--- src/rtl/id_ex_stage_pkg.sv ---
// Shared pipeline definitions for the ID/EX stage and its neighbours.
// Holds the datapath widths, the "no register" index, the bubble control
// value and the packed EX-side bundle that the EX/MEM stage also reuses.
package id_ex_stage_pkg;

    localparam int DATA_W = 32;
    localparam int REG_AW = 5;
    localparam int CTRL_W = 8;

    localparam logic [REG_AW-1:0] REG_ZERO    = '0;
    localparam logic [CTRL_W-1:0] CTRL_BUBBLE = '0;

    typedef struct packed {
        logic              valid;
        logic              reg_wen;
        logic              mem_read;
        logic [REG_AW-1:0] rs;
        logic [REG_AW-1:0] rt;
        logic [REG_AW-1:0] rd;
        logic [DATA_W-1:0] rs_data;
        logic [DATA_W-1:0] rt_data;
        logic [DATA_W-1:0] imm;
        logic [CTRL_W-1:0] ctrl;
    } id_ex_t;

    // A bubble carries no work and zero indices, so it can never match a
    // source in the forwarding unit.
    function automatic id_ex_t bubble();
        id_ex_t b;
        b      = '0;
        b.ctrl = CTRL_BUBBLE;
        return b;
    endfunction

endpackage

--- src/rtl/id_ex_stage_if.sv ---
// Bus between decode/writeback and the ID/EX pipeline register.
// master: the upstream side that drives decode, writeback and control.
// slave : the ID/EX stage itself, which returns stall_out and the EX fields.
interface id_ex_stage_if;
    import id_ex_stage_pkg::*;

    logic              id_valid;
    logic [REG_AW-1:0] id_rs;
    logic [REG_AW-1:0] id_rt;
    logic [REG_AW-1:0] id_rd;
    logic [DATA_W-1:0] id_rs_data;
    logic [DATA_W-1:0] id_rt_data;
    logic [DATA_W-1:0] id_imm;
    logic [CTRL_W-1:0] id_ctrl;
    logic              id_reg_wen;
    logic              id_mem_read;
    logic              id_uses_rt;

    logic              wb_wen;
    logic [REG_AW-1:0] wb_rd;
    logic [DATA_W-1:0] wb_data;

    logic              flush;
    logic              freeze;

    logic              stall_out;
    logic              ex_valid;
    logic              ex_reg_wen;
    logic              ex_mem_read;
    logic [REG_AW-1:0] ex_rs;
    logic [REG_AW-1:0] ex_rt;
    logic [REG_AW-1:0] ex_rd;
    logic [DATA_W-1:0] ex_rs_data;
    logic [DATA_W-1:0] ex_rt_data;
    logic [DATA_W-1:0] ex_imm;
    logic [CTRL_W-1:0] ex_ctrl;

    modport master (
        output id_valid, id_rs, id_rt, id_rd, id_rs_data, id_rt_data,
               id_imm, id_ctrl, id_reg_wen, id_mem_read, id_uses_rt,
               wb_wen, wb_rd, wb_data, flush, freeze,
        input  stall_out, ex_valid, ex_reg_wen, ex_mem_read, ex_rs, ex_rt,
               ex_rd, ex_rs_data, ex_rt_data, ex_imm, ex_ctrl
    );

    modport slave (
        input  id_valid, id_rs, id_rt, id_rd, id_rs_data, id_rt_data,
               id_imm, id_ctrl, id_reg_wen, id_mem_read, id_uses_rt,
               wb_wen, wb_rd, wb_data, flush, freeze,
        output stall_out, ex_valid, ex_reg_wen, ex_mem_read, ex_rs, ex_rt,
               ex_rd, ex_rs_data, ex_rt_data, ex_imm, ex_ctrl
    );

endinterface

--- src/rtl/id_ex_stage_hazard_detect.sv ---
// Load-use hazard detection for the ID/EX stage.
// A load sitting in EX whose destination is a real register read by the
// decode instruction forces one bubble; the stall request itself is
// suppressed while the slot is flushed, the pipe is frozen or in reset.
module id_ex_stage_hazard_detect
    import id_ex_stage_pkg::*;
(
    input  logic              i_rst,
    input  logic              i_ex_valid,
    input  logic              i_ex_mem_read,
    input  logic [REG_AW-1:0] i_ex_rd,
    input  logic              i_id_valid,
    input  logic [REG_AW-1:0] i_id_rs,
    input  logic [REG_AW-1:0] i_id_rt,
    input  logic              i_id_uses_rt,
    input  logic              i_flush,
    input  logic              i_freeze,
    output logic              o_load_use,
    output logic              o_stall
);

    // Raw hazard plus the stall request qualified by the higher-priority events
    always_comb begin
        o_load_use = i_ex_valid & i_ex_mem_read & (i_ex_rd != REG_ZERO) & i_id_valid &
                     ((i_ex_rd == i_id_rs) | (i_id_uses_rt & (i_ex_rd == i_id_rt)));
        o_stall    = o_load_use & ~i_flush & ~i_freeze & ~i_rst;
    end

endmodule

--- src/rtl/id_ex_stage.sv ---
// ID/EX pipeline register of the 5-stage MIPS core.
// Captures decode results for EX, applies WB-to-ID write-through on the
// operand data, inserts a bubble on flush or load-use, and holds on freeze.
// Optional build macro ID_EX_STALL_CNT_EN adds a free-running 32-bit count
// of load-use stall cycles on port o_stall_cnt.
module id_ex_stage
    import id_ex_stage_pkg::*;
(
    input  logic         clk,
    input  logic         rst,
    id_ex_stage_if.slave bus
`ifdef ID_EX_STALL_CNT_EN
    ,
    output logic [31:0]  o_stall_cnt
`endif
);

    id_ex_t            r_ex;
    id_ex_t            w_id_entry;
    logic [DATA_W-1:0] w_rs_data;
    logic [DATA_W-1:0] w_rt_data;
    logic              w_load_use;
    logic              w_stall;

    id_ex_stage_hazard_detect u_hazard (
        .i_rst         (rst),
        .i_ex_valid    (r_ex.valid),
        .i_ex_mem_read (r_ex.mem_read),
        .i_ex_rd       (r_ex.rd),
        .i_id_valid    (bus.id_valid),
        .i_id_rs       (bus.id_rs),
        .i_id_rt       (bus.id_rt),
        .i_id_uses_rt  (bus.id_uses_rt),
        .i_flush       (bus.flush),
        .i_freeze      (bus.freeze),
        .o_load_use    (w_load_use),
        .o_stall       (w_stall)
    );

    // Write-through bypass and assembly of the entry decode would hand to EX
    always_comb begin
        w_rs_data = bus.id_rs_data;
        w_rt_data = bus.id_rt_data;
        if (bus.wb_wen && (bus.wb_rd != REG_ZERO) && (bus.wb_rd == bus.id_rs)) begin
            w_rs_data = bus.wb_data;
        end
        if (bus.wb_wen && (bus.wb_rd != REG_ZERO) && (bus.wb_rd == bus.id_rt)) begin
            w_rt_data = bus.wb_data;
        end

        w_id_entry          = '0;
        w_id_entry.valid    = bus.id_valid;
        w_id_entry.reg_wen  = bus.id_reg_wen & bus.id_valid;
        w_id_entry.mem_read = bus.id_mem_read & bus.id_valid;
        w_id_entry.rs       = bus.id_rs;
        w_id_entry.rt       = bus.id_rt;
        w_id_entry.rd       = bus.id_rd;
        w_id_entry.rs_data  = w_rs_data;
        w_id_entry.rt_data  = w_rt_data;
        w_id_entry.imm      = bus.id_imm;
        w_id_entry.ctrl     = bus.id_ctrl;
    end

    // Pipeline register: reset, then freeze hold, then bubble, then load
    always_ff @(posedge clk) begin
        if (rst) begin
            r_ex <= bubble();
        end else if (bus.freeze) begin
            r_ex <= r_ex;
        end else if (bus.flush || w_load_use) begin
            r_ex <= bubble();
        end else begin
            r_ex <= w_id_entry;
        end
    end

    assign bus.stall_out   = w_stall;
    assign bus.ex_valid    = r_ex.valid;
    assign bus.ex_reg_wen  = r_ex.reg_wen;
    assign bus.ex_mem_read = r_ex.mem_read;
    assign bus.ex_rs       = r_ex.rs;
    assign bus.ex_rt       = r_ex.rt;
    assign bus.ex_rd       = r_ex.rd;
    assign bus.ex_rs_data  = r_ex.rs_data;
    assign bus.ex_rt_data  = r_ex.rt_data;
    assign bus.ex_imm      = r_ex.imm;
    assign bus.ex_ctrl     = r_ex.ctrl;

`ifdef ID_EX_STALL_CNT_EN
    logic [31:0] r_stall_cnt;

    // Count every cycle in which PC and IF/ID were held for a load-use hazard
    always_ff @(posedge clk) begin
        if (rst) begin
            r_stall_cnt <= '0;
        end else if (w_stall) begin
            r_stall_cnt <= r_stall_cnt + 32'd1;
        end
    end

    assign o_stall_cnt = r_stall_cnt;
`endif

endmodule

--- src/flat_wrapper.sv ---
// flat-port wrapper written by rule: the top's interface ports become plain ports
module id_ex_stage_flat import id_ex_stage_pkg::*;
  (clk, rst, bus_id_valid, bus_id_rs, bus_id_rt, bus_id_rd, bus_id_rs_data, bus_id_rt_data, bus_id_imm, bus_id_ctrl, bus_id_reg_wen, bus_id_mem_read, bus_id_uses_rt, bus_wb_wen, bus_wb_rd, bus_wb_data, bus_flush, bus_freeze, bus_stall_out, bus_ex_valid, bus_ex_reg_wen, bus_ex_mem_read, bus_ex_rs, bus_ex_rt, bus_ex_rd, bus_ex_rs_data, bus_ex_rt_data, bus_ex_imm, bus_ex_ctrl);
  id_ex_stage_if bus_i ();
  input  logic clk;
  input  logic rst;
  input wire logic [$bits(bus_i.id_valid)-1:0] bus_id_valid;
  input wire logic [$bits(bus_i.id_rs)-1:0] bus_id_rs;
  input wire logic [$bits(bus_i.id_rt)-1:0] bus_id_rt;
  input wire logic [$bits(bus_i.id_rd)-1:0] bus_id_rd;
  input wire logic [$bits(bus_i.id_rs_data)-1:0] bus_id_rs_data;
  input wire logic [$bits(bus_i.id_rt_data)-1:0] bus_id_rt_data;
  input wire logic [$bits(bus_i.id_imm)-1:0] bus_id_imm;
  input wire logic [$bits(bus_i.id_ctrl)-1:0] bus_id_ctrl;
  input wire logic [$bits(bus_i.id_reg_wen)-1:0] bus_id_reg_wen;
  input wire logic [$bits(bus_i.id_mem_read)-1:0] bus_id_mem_read;
  input wire logic [$bits(bus_i.id_uses_rt)-1:0] bus_id_uses_rt;
  input wire logic [$bits(bus_i.wb_wen)-1:0] bus_wb_wen;
  input wire logic [$bits(bus_i.wb_rd)-1:0] bus_wb_rd;
  input wire logic [$bits(bus_i.wb_data)-1:0] bus_wb_data;
  input wire logic [$bits(bus_i.flush)-1:0] bus_flush;
  input wire logic [$bits(bus_i.freeze)-1:0] bus_freeze;
  output wire logic [$bits(bus_i.stall_out)-1:0] bus_stall_out;
  output wire logic [$bits(bus_i.ex_valid)-1:0] bus_ex_valid;
  output wire logic [$bits(bus_i.ex_reg_wen)-1:0] bus_ex_reg_wen;
  output wire logic [$bits(bus_i.ex_mem_read)-1:0] bus_ex_mem_read;
  output wire logic [$bits(bus_i.ex_rs)-1:0] bus_ex_rs;
  output wire logic [$bits(bus_i.ex_rt)-1:0] bus_ex_rt;
  output wire logic [$bits(bus_i.ex_rd)-1:0] bus_ex_rd;
  output wire logic [$bits(bus_i.ex_rs_data)-1:0] bus_ex_rs_data;
  output wire logic [$bits(bus_i.ex_rt_data)-1:0] bus_ex_rt_data;
  output wire logic [$bits(bus_i.ex_imm)-1:0] bus_ex_imm;
  output wire logic [$bits(bus_i.ex_ctrl)-1:0] bus_ex_ctrl;
  assign bus_i.id_valid = bus_id_valid;
  assign bus_i.id_rs = bus_id_rs;
  assign bus_i.id_rt = bus_id_rt;
  assign bus_i.id_rd = bus_id_rd;
  assign bus_i.id_rs_data = bus_id_rs_data;
  assign bus_i.id_rt_data = bus_id_rt_data;
  assign bus_i.id_imm = bus_id_imm;
  assign bus_i.id_ctrl = bus_id_ctrl;
  assign bus_i.id_reg_wen = bus_id_reg_wen;
  assign bus_i.id_mem_read = bus_id_mem_read;
  assign bus_i.id_uses_rt = bus_id_uses_rt;
  assign bus_i.wb_wen = bus_wb_wen;
  assign bus_i.wb_rd = bus_wb_rd;
  assign bus_i.wb_data = bus_wb_data;
  assign bus_i.flush = bus_flush;
  assign bus_i.freeze = bus_freeze;
  assign bus_stall_out = bus_i.stall_out;
  assign bus_ex_valid = bus_i.ex_valid;
  assign bus_ex_reg_wen = bus_i.ex_reg_wen;
  assign bus_ex_mem_read = bus_i.ex_mem_read;
  assign bus_ex_rs = bus_i.ex_rs;
  assign bus_ex_rt = bus_i.ex_rt;
  assign bus_ex_rd = bus_i.ex_rd;
  assign bus_ex_rs_data = bus_i.ex_rs_data;
  assign bus_ex_rt_data = bus_i.ex_rt_data;
  assign bus_ex_imm = bus_i.ex_imm;
  assign bus_ex_ctrl = bus_i.ex_ctrl;
  id_ex_stage u_core (.clk(clk), .rst(rst), .bus(bus_i));
endmodule
--- config.mk ---
export PLATFORM = sky130hd
export DESIGN_NAME = id_ex_stage_flat
export DESIGN_NICKNAME = d
export VERILOG_FILES = /design/src/rtl/id_ex_stage_pkg.sv /design/src/rtl/id_ex_stage_if.sv /design/src/rtl/id_ex_stage_hazard_detect.sv /design/src/rtl/id_ex_stage.sv /design/src/flat_wrapper.sv
export SDC_FILE = /design/constraint.sdc
export NUM_CORES = 1
export LEC_CHECK = 0
export ABC_AREA = 1
export CORE_UTILIZATION = 40
export CTS_CLUSTER_SIZE = 8
export DETAILED_ROUTE_END_ITERATION = 8
export PLACE_DENSITY = 0.79
export RECOVER_POWER = 100
export SETUP_SLACK_MARGIN = 0.4
export SLEW_MARGIN = 20
export SYNTH_ARGS = -nofsm -noshare
export SYNTH_HDL_FRONTEND = slang
export SYNTH_SLANG_ARGS = --single-unit
export TNS_END_PERCENT = 20
--- constraint.sdc ---
create_clock -name clk -period 1.8 [get_ports clk]
set_input_delay 0.36 -clock clk [delete_from_list [all_inputs] [get_ports clk]]
set_output_delay 0.36 -clock clk [all_outputs]
set_load 0.01 [all_outputs]
==> results by group <==
Routing
  • Via count: 6,910
  • Routed WL: 23,720 microns
  • Drt via density: 5.149
  • Drt initial violations: 485
  • Post-route ant nets: 0
  • Wire per inst: 17.67 microns
  • TritonRoute pass-1 iters: 7
  • DRC viols: 0

Logic synthesis
  • Seq/Total Area, Yosys: 44.53%
  • Ys Warns: 0
  • Library cells used by synthesis: 19
  • Seq cells post-synth: 122
  • Syn Nets: 1,003
  • Syn Std Cell Area: 0.005485 sq mm
  • Synthesized area per cell: 6.546 sq um
  • Mapped Cells: 838

Floorplanning
  • Horiz. Die Dim: 119.1 microns
  • Core area: 0.01330 sq mm
  • Die Height: 119.1 microns
  • Full die area: 0.01419 sq mm
  • Top-Level Pins: 288
  • Row cnt: 42
  • Initial Util: 41.26%

Run status
  • Failing checks: negative setup slack
  • Outcome: complete, but fails checks

Global route
  • Total Routing Usage GR: 31.08%
  • Vias in the first global route: 6,695
  • Gr ovfl total: 0
  • Global-route wire length before repair: 34,290 microns
  • Initial antenna violation count: 0
  • Pin count of the biggest net entering global routing: 123

STA
  • Crit path time final: 1975 ps
  • Final Hold Violating Endpoints: 0
  • Clk_skew: 6.678 ps
  • Fmax: 506.3 MHz
  • Setup TNS: -12,520 ps
  • Worst-Margin Slew: 804.6 ps
  • RSZ-0062 raised after global routing: true
  • Post-route clock period utilization: 109.7%
  • Slew margin rel.: 46.36%
  • Final Setup Violations: 123
  • Final Max Slew Viols: 0
  • Slack of the critical path: -175.0 ps

Place
  • Placed insts: 1,282
  • Dpl hpwl: 13,390 microns
  • GP Congestion: 0.9018
  • IO Port Bufs: 287

Setup path
  • Setup crit start kind: register
  • Reg2reg setup slack: -170 ps
  • WP buf/inv: 6
  • Most frequent CP cell: clkbuf_16
  • CP Cell Sequence: inv_4 -> buf_6 -> nand4_1 -> o21bai_1 -> inv_1 -> buf_4 -> a21oi_4 -> clkbuf_16 -> clkbuf_16 -> nand2_2 -> a21oi_1
  • Critical path's slowest cell: dfxtp_4
  • FF-to-FF path depth: 11
  • Max FO, Critical Path: 12
  • Kind of critical path: reg -> reg
  • CP startpoint: u_core.bus.ex_rd[1]
  • Critical Path Sink: u_core.bus.ex_rs_data[14]
  • WP data required: 2130 ps
  • CP Depth: 11
  • RR Endpoint: u_core.bus.ex_rs_data[14]
  • Arr. time, crit path: 2310 ps
  • Family with the most delay on the worst path: buffers and inverters
  • R2r startpoint: u_core.bus.ex_rd[1]
  • CP Capture Type: register
  • Slowest cell delay on critical path: 370 ps

Final layout
  • Fillers: 941
  • Final nets: 1,318
  • Most frequent cells in the layout: nand2_1, clkdlybuf4s50_1, dfxtp_1
  • Commonest non-fill, non-tap cell in the layout: nand2_1
  • Ant. Diodes: 0
  • Non-filler instance count after layout: 1,342
  • Area delta synth->final: 88.21%
  • Fin util: 77.65%
  • Ratio of cells with drive above 1 in the final layout: 23.07%

Power and ir drop
  • Maximum VDD drop: 0.0007014 V
  • Power Density: 791.9 mW/mm^2
  • Pleak: 4.234 nW

Clock network
  • Num CTS Buffers: 17
  • Clock Sink Count: 122
  • Clock root buffer: clkbuf_16
  • Clock latency at the later pin of the worst-skew pair: 410 ps
  • TritonCTS clock tree: done
  • Clk slew on worst S/H paths: 60 ps
  • CTS max path bufs: 2
  • Htree depth: 4

Hold path
  • Hold Crit Class: in -> reg

Flow run
  • Max-cap violations: 0
-- per-layer routing --
metal  routed length [microns]  share of wire [%]  up-vias  track usage [%]
met5                         0                  0        -                0
met4                       879                3.7        0            17.41
met3                      2117                8.9       69            8.764
met2                     11500                 48      363            52.58
met1                      9219                 39     3176            35.03
li1                          -                  -     3302                -
-- cells in the mapped netlist --
cell type,n,area (sq um)
nor3_1,1,5.000
or2_1,1,6.260
inv_2,4,15.01
clkinv_1,1,3.750
xor2_1,2,17.52
nand4_1,2,12.51
dfxtp_1,122,2442
buf_6,1,11.26
o21bai_1,1,7.510
clkbuf_1,38,142.6
a21oi_4,1,16.27
buf_4,6,45.04
nand2_1,412,1546
buf_2,14,70.07
a21oi_1,122,610.6
xnor2_1,6,52.55
inv_1,19,71.32
nand3_1,72,360.4
nor2_1,13,48.80
-- metrics by stage --
stage	instance area [sq um]	hold slack (ps)	power (mW)	worst slack, ps
6_report	10320	415.0	8.175	-175.0
5_1_grt	10320	419.3	8.433	-288.4
4_1_cts	9829	406.7	8.028	-111.6
3_5_place_dp	8751	449.2	4.180	-639.6
3_3_place_gp	8751	442.5	4.169	-614.7
2_1_floorplan	5508	480.5	3.396	392.3
-- how the worst min path moves through the flow --
stage / startpoint / to / cells after the start
CTS: bus_id_rs[2] / u_core.bus.ex_rs[2] / 3
global placement: u_core.bus.ex_imm[11] / u_core.bus.ex_imm[11] / 2
global route: bus_id_rs[2] / u_core.bus.ex_rs[2] / 3
floorplan: u_core.bus.ex_imm[11] / u_core.bus.ex_imm[11] / 2
detailed placement: u_core.bus.ex_imm[11] / u_core.bus.ex_imm[11] / 2
finish: bus_id_rs[2] / u_core.bus.ex_rs[2] / 3
-- registers in the layout, indices dropped and copies added, names as in the netlist --
register                count
u_core.bus.ex_rt_data      32
u_core.bus.ex_rs_data      32
u_core.bus.ex_valid         1
u_core.bus.ex_rs            5
u_core.bus.ex_imm          32
u_core.bus.ex_ctrl          8
u_core.bus.ex_rd            5
u_core.bus.ex_rt            5
u_core.bus.ex_mem_read      1
u_core.bus.ex_reg_wen       1
-- final cells by class --
| cell class | instances | area (sq um) | area share [%] |
|---|---|---|---|
| clock inverter | 10 | 190.2 | 1.842 |
| sequential | 122 | 2457 | 23.80 |
| inverter | 24 | 92.59 | 0.8969 |
| timing repair buffer | 355 | 3695 | 35.79 |
| clock buffer | 22 | 464.2 | 4.496 |
| tap | 176 | 220.2 | 2.133 |
| multi-input combinational | 633 | 3204 | 31.04 |
-- report_power, final --
group	switching (mW)	leakage, nW	internal (mW)
clock	1.26	0.307	2.54
sequential	0.0624	0.999	2.81
combinational	0.721	2.93	0.794
total	2.04	4.23	6.14
-- logic make-up after synthesis --
group | count (synthesis) | share of synthesized area [%]
XOR/XNOR | 8 | 1.277
buffers and inverters | 83 | 6.546
AND/OR/NAND/NOR | 501 | 36.09
flip-flops | 122 | 44.53
AO/OA/AOI/OAI | 124 | 11.56
-- tightest hold or removal path, cell delays in order --
cell	delay, ps
dlygate4sd2_1	270
nand2_1	90
a21oi_1	60
-- repair_timing --
| action | CTS | global route |
|---|---|---|
| hold buffers | 0 | 0 |
| gates cloned | 9 | 8 |
| resized for setup | 280 | 180 |
| setup endpoints to repair | 245 | 212 |
| pin swaps | 56 | 28 |
| setup buffers | 5 | 6 |
Note: power is estimated with default switching activity, not from simulation.
